### src/rtl/adc_code_avg.sv
// Windowed averager for the 5-bit flash-ADC code: 2^LOG2_N samples per window,
// rounded average plus min/max/clip, presented through a one-entry valid/ready buffer.
module adc_code_avg #(
  parameter int unsigned LOG2_N = 2
) (
  input  logic       clk,
  input  logic       rst_n,
  input  logic       clr,
  input  logic       in_valid,
  input  logic [4:0] code_in,
  output logic       out_valid,
  input  logic       out_ready,
  output logic [4:0] out_avg,
  output logic [4:0] out_min,
  output logic [4:0] out_max,
  output logic       out_clip,
  output logic       ovf
);

  localparam int unsigned N  = 1 << LOG2_N;
  localparam int unsigned AW = 5 + LOG2_N;
  localparam int unsigned CW = (LOG2_N > 0) ? LOG2_N : 1;
  localparam logic [AW-1:0] Half    = AW'(N / 2);
  localparam logic [CW-1:0] CntLast = CW'(N - 1);

  typedef enum logic [0:0] {StIdle, StAcc} state_e;

  state_e state_q, state_d;

  logic          s1_vld_q;
  logic [4:0]    s1_code_q;
  logic [AW-1:0] acc_q, acc_d;
  logic [CW-1:0] cnt_q, cnt_d;
  logic [4:0]    min_q, min_d;
  logic [4:0]    max_q, max_d;
  logic          clip_q, clip_d;

  logic          out_valid_q, out_valid_d;
  logic [4:0]    out_avg_q, out_min_q, out_max_q;
  logic          out_clip_q;
  logic          ovf_q, ovf_d;

  logic          first;
  logic          last;
  logic          complete;
  logic          load;
  logic          sample_clip;
  logic [AW-1:0] fold_acc;
  logic [AW-1:0] rounded;
  logic [4:0]    fold_min, fold_max;
  logic          fold_clip;
  logic [4:0]    avg;

  // Fold the staged sample into the running window; a fresh window starts from it alone.
  always_comb begin
    first       = (state_q == StIdle);
    sample_clip = (s1_code_q == 5'd0) || (s1_code_q == 5'd31);
    fold_acc    = first ? AW'(s1_code_q) : acc_q + AW'(s1_code_q);
    fold_min    = (first || (s1_code_q < min_q)) ? s1_code_q : min_q;
    fold_max    = (first || (s1_code_q > max_q)) ? s1_code_q : max_q;
    fold_clip   = sample_clip || (!first && clip_q);
    last        = first ? (N == 1) : (cnt_q == CntLast);
    complete    = s1_vld_q && last;
    // Sum never exceeds 31N + N/2, so the top five bits hold the rounded average.
    rounded     = fold_acc + Half;
    avg         = rounded[LOG2_N +: 5];

    state_d = state_q;
    acc_d   = acc_q;
    cnt_d   = cnt_q;
    min_d   = min_q;
    max_d   = max_q;
    clip_d  = clip_q;
    if (s1_vld_q) begin
      acc_d  = fold_acc;
      min_d  = fold_min;
      max_d  = fold_max;
      clip_d = fold_clip;
      if (last) begin
        state_d = StIdle;
        cnt_d   = '0;
      end else begin
        state_d = StAcc;
        cnt_d   = first ? CW'(1) : cnt_q + CW'(1);
      end
    end
  end

  always_comb begin
    load        = complete && (!out_valid_q || out_ready);
    out_valid_d = out_valid_q;
    ovf_d       = ovf_q;
    if (load) begin
      out_valid_d = 1'b1;
    end else if (out_valid_q && out_ready) begin
      out_valid_d = 1'b0;
    end
    if (complete && out_valid_q && !out_ready) begin
      ovf_d = 1'b1;
    end
  end

  always_ff @(posedge clk or negedge rst_n) begin
    if (!rst_n) begin
      s1_vld_q  <= 1'b0;
      s1_code_q <= '0;
      state_q   <= StIdle;
      acc_q     <= '0;
      cnt_q     <= '0;
      min_q     <= '0;
      max_q     <= '0;
      clip_q    <= 1'b0;
    end else if (clr) begin
      s1_vld_q  <= 1'b0;
      s1_code_q <= '0;
      state_q   <= StIdle;
      acc_q     <= '0;
      cnt_q     <= '0;
      min_q     <= '0;
      max_q     <= '0;
      clip_q    <= 1'b0;
    end else begin
      s1_vld_q <= in_valid;
      if (in_valid) begin
        s1_code_q <= code_in;
      end
      state_q <= state_d;
      acc_q   <= acc_d;
      cnt_q   <= cnt_d;
      min_q   <= min_d;
      max_q   <= max_d;
      clip_q  <= clip_d;
    end
  end

  // Result data holds across clr; only the valid and overflow flags drop.
  always_ff @(posedge clk or negedge rst_n) begin
    if (!rst_n) begin
      out_valid_q <= 1'b0;
      out_avg_q   <= '0;
      out_min_q   <= '0;
      out_max_q   <= '0;
      out_clip_q  <= 1'b0;
      ovf_q       <= 1'b0;
    end else if (clr) begin
      out_valid_q <= 1'b0;
      ovf_q       <= 1'b0;
    end else begin
      out_valid_q <= out_valid_d;
      ovf_q       <= ovf_d;
      if (load) begin
        out_avg_q  <= avg;
        out_min_q  <= fold_min;
        out_max_q  <= fold_max;
        out_clip_q <= fold_clip;
      end
    end
  end

  assign out_valid = out_valid_q;
  assign out_avg   = out_avg_q;
  assign out_min   = out_min_q;
  assign out_max   = out_max_q;
  assign out_clip  = out_clip_q;
  assign ovf       = ovf_q;

endmodule

### config.mk
export PLATFORM = sky130hd
export DESIGN_NAME = adc_code_avg
export DESIGN_NICKNAME = d
export VERILOG_FILES = /design/src/rtl/adc_code_avg.sv
export SDC_FILE = /design/constraint.sdc
export NUM_CORES = 1
export LEC_CHECK = 0
export ABC_AREA = 1
export BUFFER_PORTS_ARGS = -buffer_cell sky130_fd_sc_hd__buf_2
export CAP_MARGIN = 20
export CELL_PAD_IN_SITES_DETAIL_PLACEMENT = 0
export CELL_PAD_IN_SITES_GLOBAL_PLACEMENT = 2
export CORE_MARGIN = 3
export CORE_UTILIZATION = 38
export CTS_CLUSTER_SIZE = 8
export DETAILED_ROUTE_END_ITERATION = 16
export PLACE_DENSITY = 0.87
export SYNTH_ARGS = -nofsm -noshare
export SYNTH_HDL_FRONTEND = slang
export SYNTH_SLANG_ARGS = --single-unit
### constraint.sdc
create_clock -name clk -period 3 [get_ports clk]
set_input_delay 0.3 -clock clk [delete_from_list [all_inputs] [get_ports clk]]
set_output_delay 0.3 -clock clk [all_outputs]
set_load 0.01 [all_outputs]
After elaboration in Yosys (flattened, before gate mapping)
Cells that the tools add are included.
W data, S select, Z words.
Word-level totals
  word-level logic and storage cells: 69
  register bits: 45
  output and inout port bits: 18
  bits of input ports: 10
Operators by class
  bitwise gates (word level): 2
  add/sub/neg operators: 3
  equality and inequality tests: 2
  mux-type cells: 27
  $lt $le $gt $ge: 2
  reductions and logical operators: 19
Operators with widths (count)
  $mux W5: 8
  $mux W7: 3
  $mux W1: 12
  $mux W2: 4
  $add A7 B2 Y7 const B: 1
  $add A7 B5 Y7: 1
  $logic_and A1 B1 Y1: 6
  $reduce_bool A2 Y1: 3
  $eq A5 B5 Y1 const B: 1
  $gt A5 B5 Y1: 1
  $logic_not A5 Y1: 1
  $logic_or A1 B1 Y1: 5
  $lt A5 B5 Y1: 1
  $reduce_bool A3 Y1: 1
  $add A2 B1 Y2 const B: 1
  $eq A2 B2 Y1 const B: 1
  $logic_not A1 Y1: 2
  $not A1 Y1: 2
  $reduce_and A2 Y1: 1

Depth between registers and ports, before layout
  word-level depth: 7
  depth in mapped cells: 13
  gate-level depth less buffers: 13

Least setup slack after synthesis
OpenSTA, ideal clock, no wires.
  path kind: register to register
  from: register s1_code_q[0]
  to: register out_avg_q[1] (netlist: out_avg[1])
  path buffers: 0
  path slack: 1094 ps
  stages on the path, launching flop included: 11
  arrival time: 1815 ps
  cells stage by stage: dfrtp_1 -> ha_1 -> fa_1 -> inv_1 -> nand2_1 -> nand3_1 -> nand2_1 -> ha_1 -> nand3_1 -> inv_1 -> o31ai_2
Between the ends
  longest elaborated chain between the ends: 3
Ends and longest elaborated chain
  start: declaration: line 31  | logic [4:0] s1_code_q;
  start signal: assignment: line 125  | s1_code_q <= code_in;
  $add A7 B5 Y7: line 58  | fold_acc = first ? AW'(s1_code_q) : acc_q + AW'(s1_code_q);
  $mux W7 *: line 58
  $add A7 B2 Y7 *: line 65  | rounded = fold_acc + Half;
  end signal: assignment: line 152  | out_avg_q <= avg;
  end: declaration: line 39  | logic [4:0] out_avg_q, out_min_q, out_max_q;
Every way passes the cells marked *; elsewhere a longest branch is shown, timed or not.
A chain may end at the register's enable or synchronous reset.

Worst setup path after layout
  from: register s1_code_q[0]
  to: register out_avg_q[3] (netlist: out_avg[3])
Same word-level chain as after synthesis.

==> flow_metrics.env <==
export IMPL_hold_class="in -> reg"
export IMPL_pin_count=28
export IMPL_cts_buffers=5
export IMPL_syn_nets=337
export IMPL_fin_tns_setup_ps=0
export IMPL_gp_congestion=0.815
export IMPL_placed_cells=408
export IMPL_period_minus_slack_ps=2060
export IMPL_cts_sinks=45
export IMPL_layout_commonest_cell="nand2_1"
export IMPL_r2r_end="out_avg[3]"
export IMPL_post_cts_buffers=0
export IMPL_cp_required_ps=3200
export IMPL_post_drt_wl_per_cell_um=14.5
export IMPL_synthTopCellsByArea="dfrtp_1, nand2_1, ha_1"
export IMPL_slew_headroom_pct=69.0
export IMPL_worst_pin_slew_ps=464
export IMPL_grt_pass1_wl_um=9920
export IMPL_num_fill_cells=672
export IMPL_cts_hold_buf=0
export IMPL_synth_compound_area_share_pct=14.6
export IMPL_cts_htree_levels=2
export IMPL_ys_ff_latch=45
export IMPL_cts_tree="done"
export IMPL_hp_start="code_in[2]"
export IMPL_syn_area_per_cell_um2=8.31
export IMPL_pwr_density_cell_mw_per_mm2=434
export IMPL_die_width_um=88.3
export IMPL_async_reset_ff_share_pct=100
export IMPL_rr_startpoint="s1_code_q[0]"
export IMPL_die_area_mm2=0.00780
export IMPL_crit_type="reg -> reg"
export IMPL_synth_ff_type="dfrtp_1"
export IMPL_crit_path_end_kind="flop"
export IMPL_first_pass_iters=5
export IMPL_rsz0062_at_grt="no"
export IMPL_synth_area_mm2=0.00258
export IMPL_post_route_cell_area_mm2=0.00288
export IMPL_path_delay_family="adder cells"
export IMPL_ys_types=34
export IMPL_holdPathStages=3
export IMPL_yosys_area_top_type_share_pct=43.7
export IMPL_synth_top_family_by_area="simple AND/OR/NAND/NOR gates"
export IMPL_rr_worst_depth=11
export IMPL_nets=367
export IMPL_vias=2125
export IMPL_port_buffers=27
export IMPL_rows=29
export IMPL_syn_inst=310
export IMPL_slew_violations=0
export IMPL_drv_cap=0
export IMPL_start_kind="flop"
export IMPL_ys_warn_count=0
export IMPL_worst_hold_path_endpoint="s1_code_q[2]"
export IMPL_clkSlewWorstSetupHoldPaths_ps=90
export IMPL_setup_violations=0
export IMPL_seq_area_mm2=0.00113
export IMPL_synth_edf_count=0
export IMPL_postRouteAntennaNets=0
export IMPL_cp_max_fo=4
export IMPL_drc=0
export IMPL_cp_cell_sequence="ha_1 -> fa_1 -> nand2_1 -> nand3_1 -> nand2_1 -> ha_1 -> nand3_1 -> inv_1 -> nand3_1 -> nand3_1 -> nand2_1"
export IMPL_status="finished, final reports clean"
export IMPL_p_leak_nw=1.51
export IMPL_placed_cell_area_mm2=0.00276
export IMPL_cp_num_buf_inv=1
export IMPL_yosys_area_share_simple_pct=24.7
export IMPL_die_h_um=88.3
export IMPL_synth_seq_area_share_pct=43.7
export IMPL_yosysTopAreaCell="dfrtp_1"
export IMPL_peakVddDrop_mv=0.262
export IMPL_crit_arrival_ps=2260
export IMPL_drive_gt1_share_pct=19.7
export IMPL_track_usage_pct=16.9
export IMPL_start_util_pct=39.9
export IMPL_clock_path_buffers=2
export IMPL_timing_final_hold_violations=0
export IMPL_vias_per_cell=5.10
export IMPL_p_total_mw=1.25
export IMPL_muxShareOfSynthArea_pct=0
export IMPL_fin_skew_ps=8.89
export IMPL_cts_repair_resized=0
export IMPL_fmax_mhz=486
export IMPL_multiInputGateArea_mm2=0.00123
export IMPL_antenna_found_initial=0
export IMPL_core_mm2=0.00646
export IMPL_grt_pass1_vias=1989
export IMPL_finish_utilization_pct=44.6
export IMPL_cts_root_buffer="clkbuf_8"
export IMPL_clock_latency_ps=300
export IMPL_grt_max_degree=46
export IMPL_place_hpwl_um=4370
export IMPL_period_share_pct=68.6
export IMPL_cpPeakStageDelay_ps=430
export IMPL_synth_xor_xnor_area_share_pct=0
export IMPL_syn_to_final_growth_pct=11.9
export IMPL_diodes=0
export IMPL_slowest_stage="fa_1"
export IMPL_synthAdderAreaFrac_pct=8.55
export IMPL_final_cells=417
export IMPL_mostFrequentLayoutCells="nand2_1, dfrtp_1, inv_1"
export IMPL_wl_um=6030
export IMPL_first_iter_violations=141
export IMPL_r2r_slack_ps=940
export IMPL_grt_overflow=0
export IMPL_cp_common_cell="nand3_1"
tightest hold or removal path, stage by stage:
cell     delay (ps)
buf_2            70
nand2_1          40
o21ai_0          60
cells in the mapped netlist, types with 4 or more instances:
library cell  count
nand2_1          78
dfrtp_1          45
inv_1            36
nand3_1          34
o21ai_0          18
ha_1             16
a21oi_1          11
nor2_1            8
o21ai_1           8
inv_2             6
o21ai_2           6
o22ai_1           6
nor2_2            4
flip-flops by register name, summed over array words and instances (netlist names):
signal     flops
acc_q          7
s1_vld_q       1
out_min        5
out_clip       1
s1_code_q      5
max_q          5
out_avg        5
state_q        1
out_valid      1
ovf            1
min_q          5
cnt_q          2
clip_q         1
out_max        5
report_power, final:
| group | switching, mW | internal [mW] |
|---|---|---|
| sequential | 0.0175 | 0.627 |
| combinational | 0.141 | 0.0707 |
| clock | 0.212 | 0.183 |
| total | 0.370 | 0.880 |
logic make-up (layout without fill, tap and decap cells):
| group | count (synthesis) | count (layout) |
|---|---|---|
| DFF | 45 | 45 |
| buffers and inverters | 50 | 80 |
| AOI/OAI and AO/OA | 60 | 60 |
| and+or+nand+nor | 138 | 138 |
| adders and majority gates | 17 | 17 |
cell type report:
class,instances,area share [%]
flip-flops and latches,45,39.1
clock buffers,6,2.86
multi-input cells,215,42.8
inverters,42,5.47
repair buffers,31,6.25
well taps,77,3.34
clock inverters,1,0.260
layer usage:
metal	part of all wire [%]	global-route usage [%]	routed length, um
met5	0	0	0
met4	1.5	5.36	89
met3	3.6	3.17	215
met2	47	26.6	2810
met1	48	23.5	2920
worst max path at each step:
stage                      start    endpoint  cells after the start
detailed placement  s1_code_q[0]  out_avg[3]                     11
global route        s1_code_q[0]  out_avg[3]                     11
finish              s1_code_q[0]  out_avg[3]                     11
global placement    s1_code_q[0]  out_avg[3]                     11
floorplan           s1_code_q[0]  out_avg[1]                     10
CTS                 s1_code_q[0]  out_avg[3]                     11
through the flow:
stage                     worst slack (ps)  hold slack (ps)
after detailed placement               927              459
final                                  941              207
after CTS                              922              199
after global placement                1000              450
after floorplan                       1090             4.41
after global routing                   713              228
Note: power is estimated with default switching activity, not from simulation.
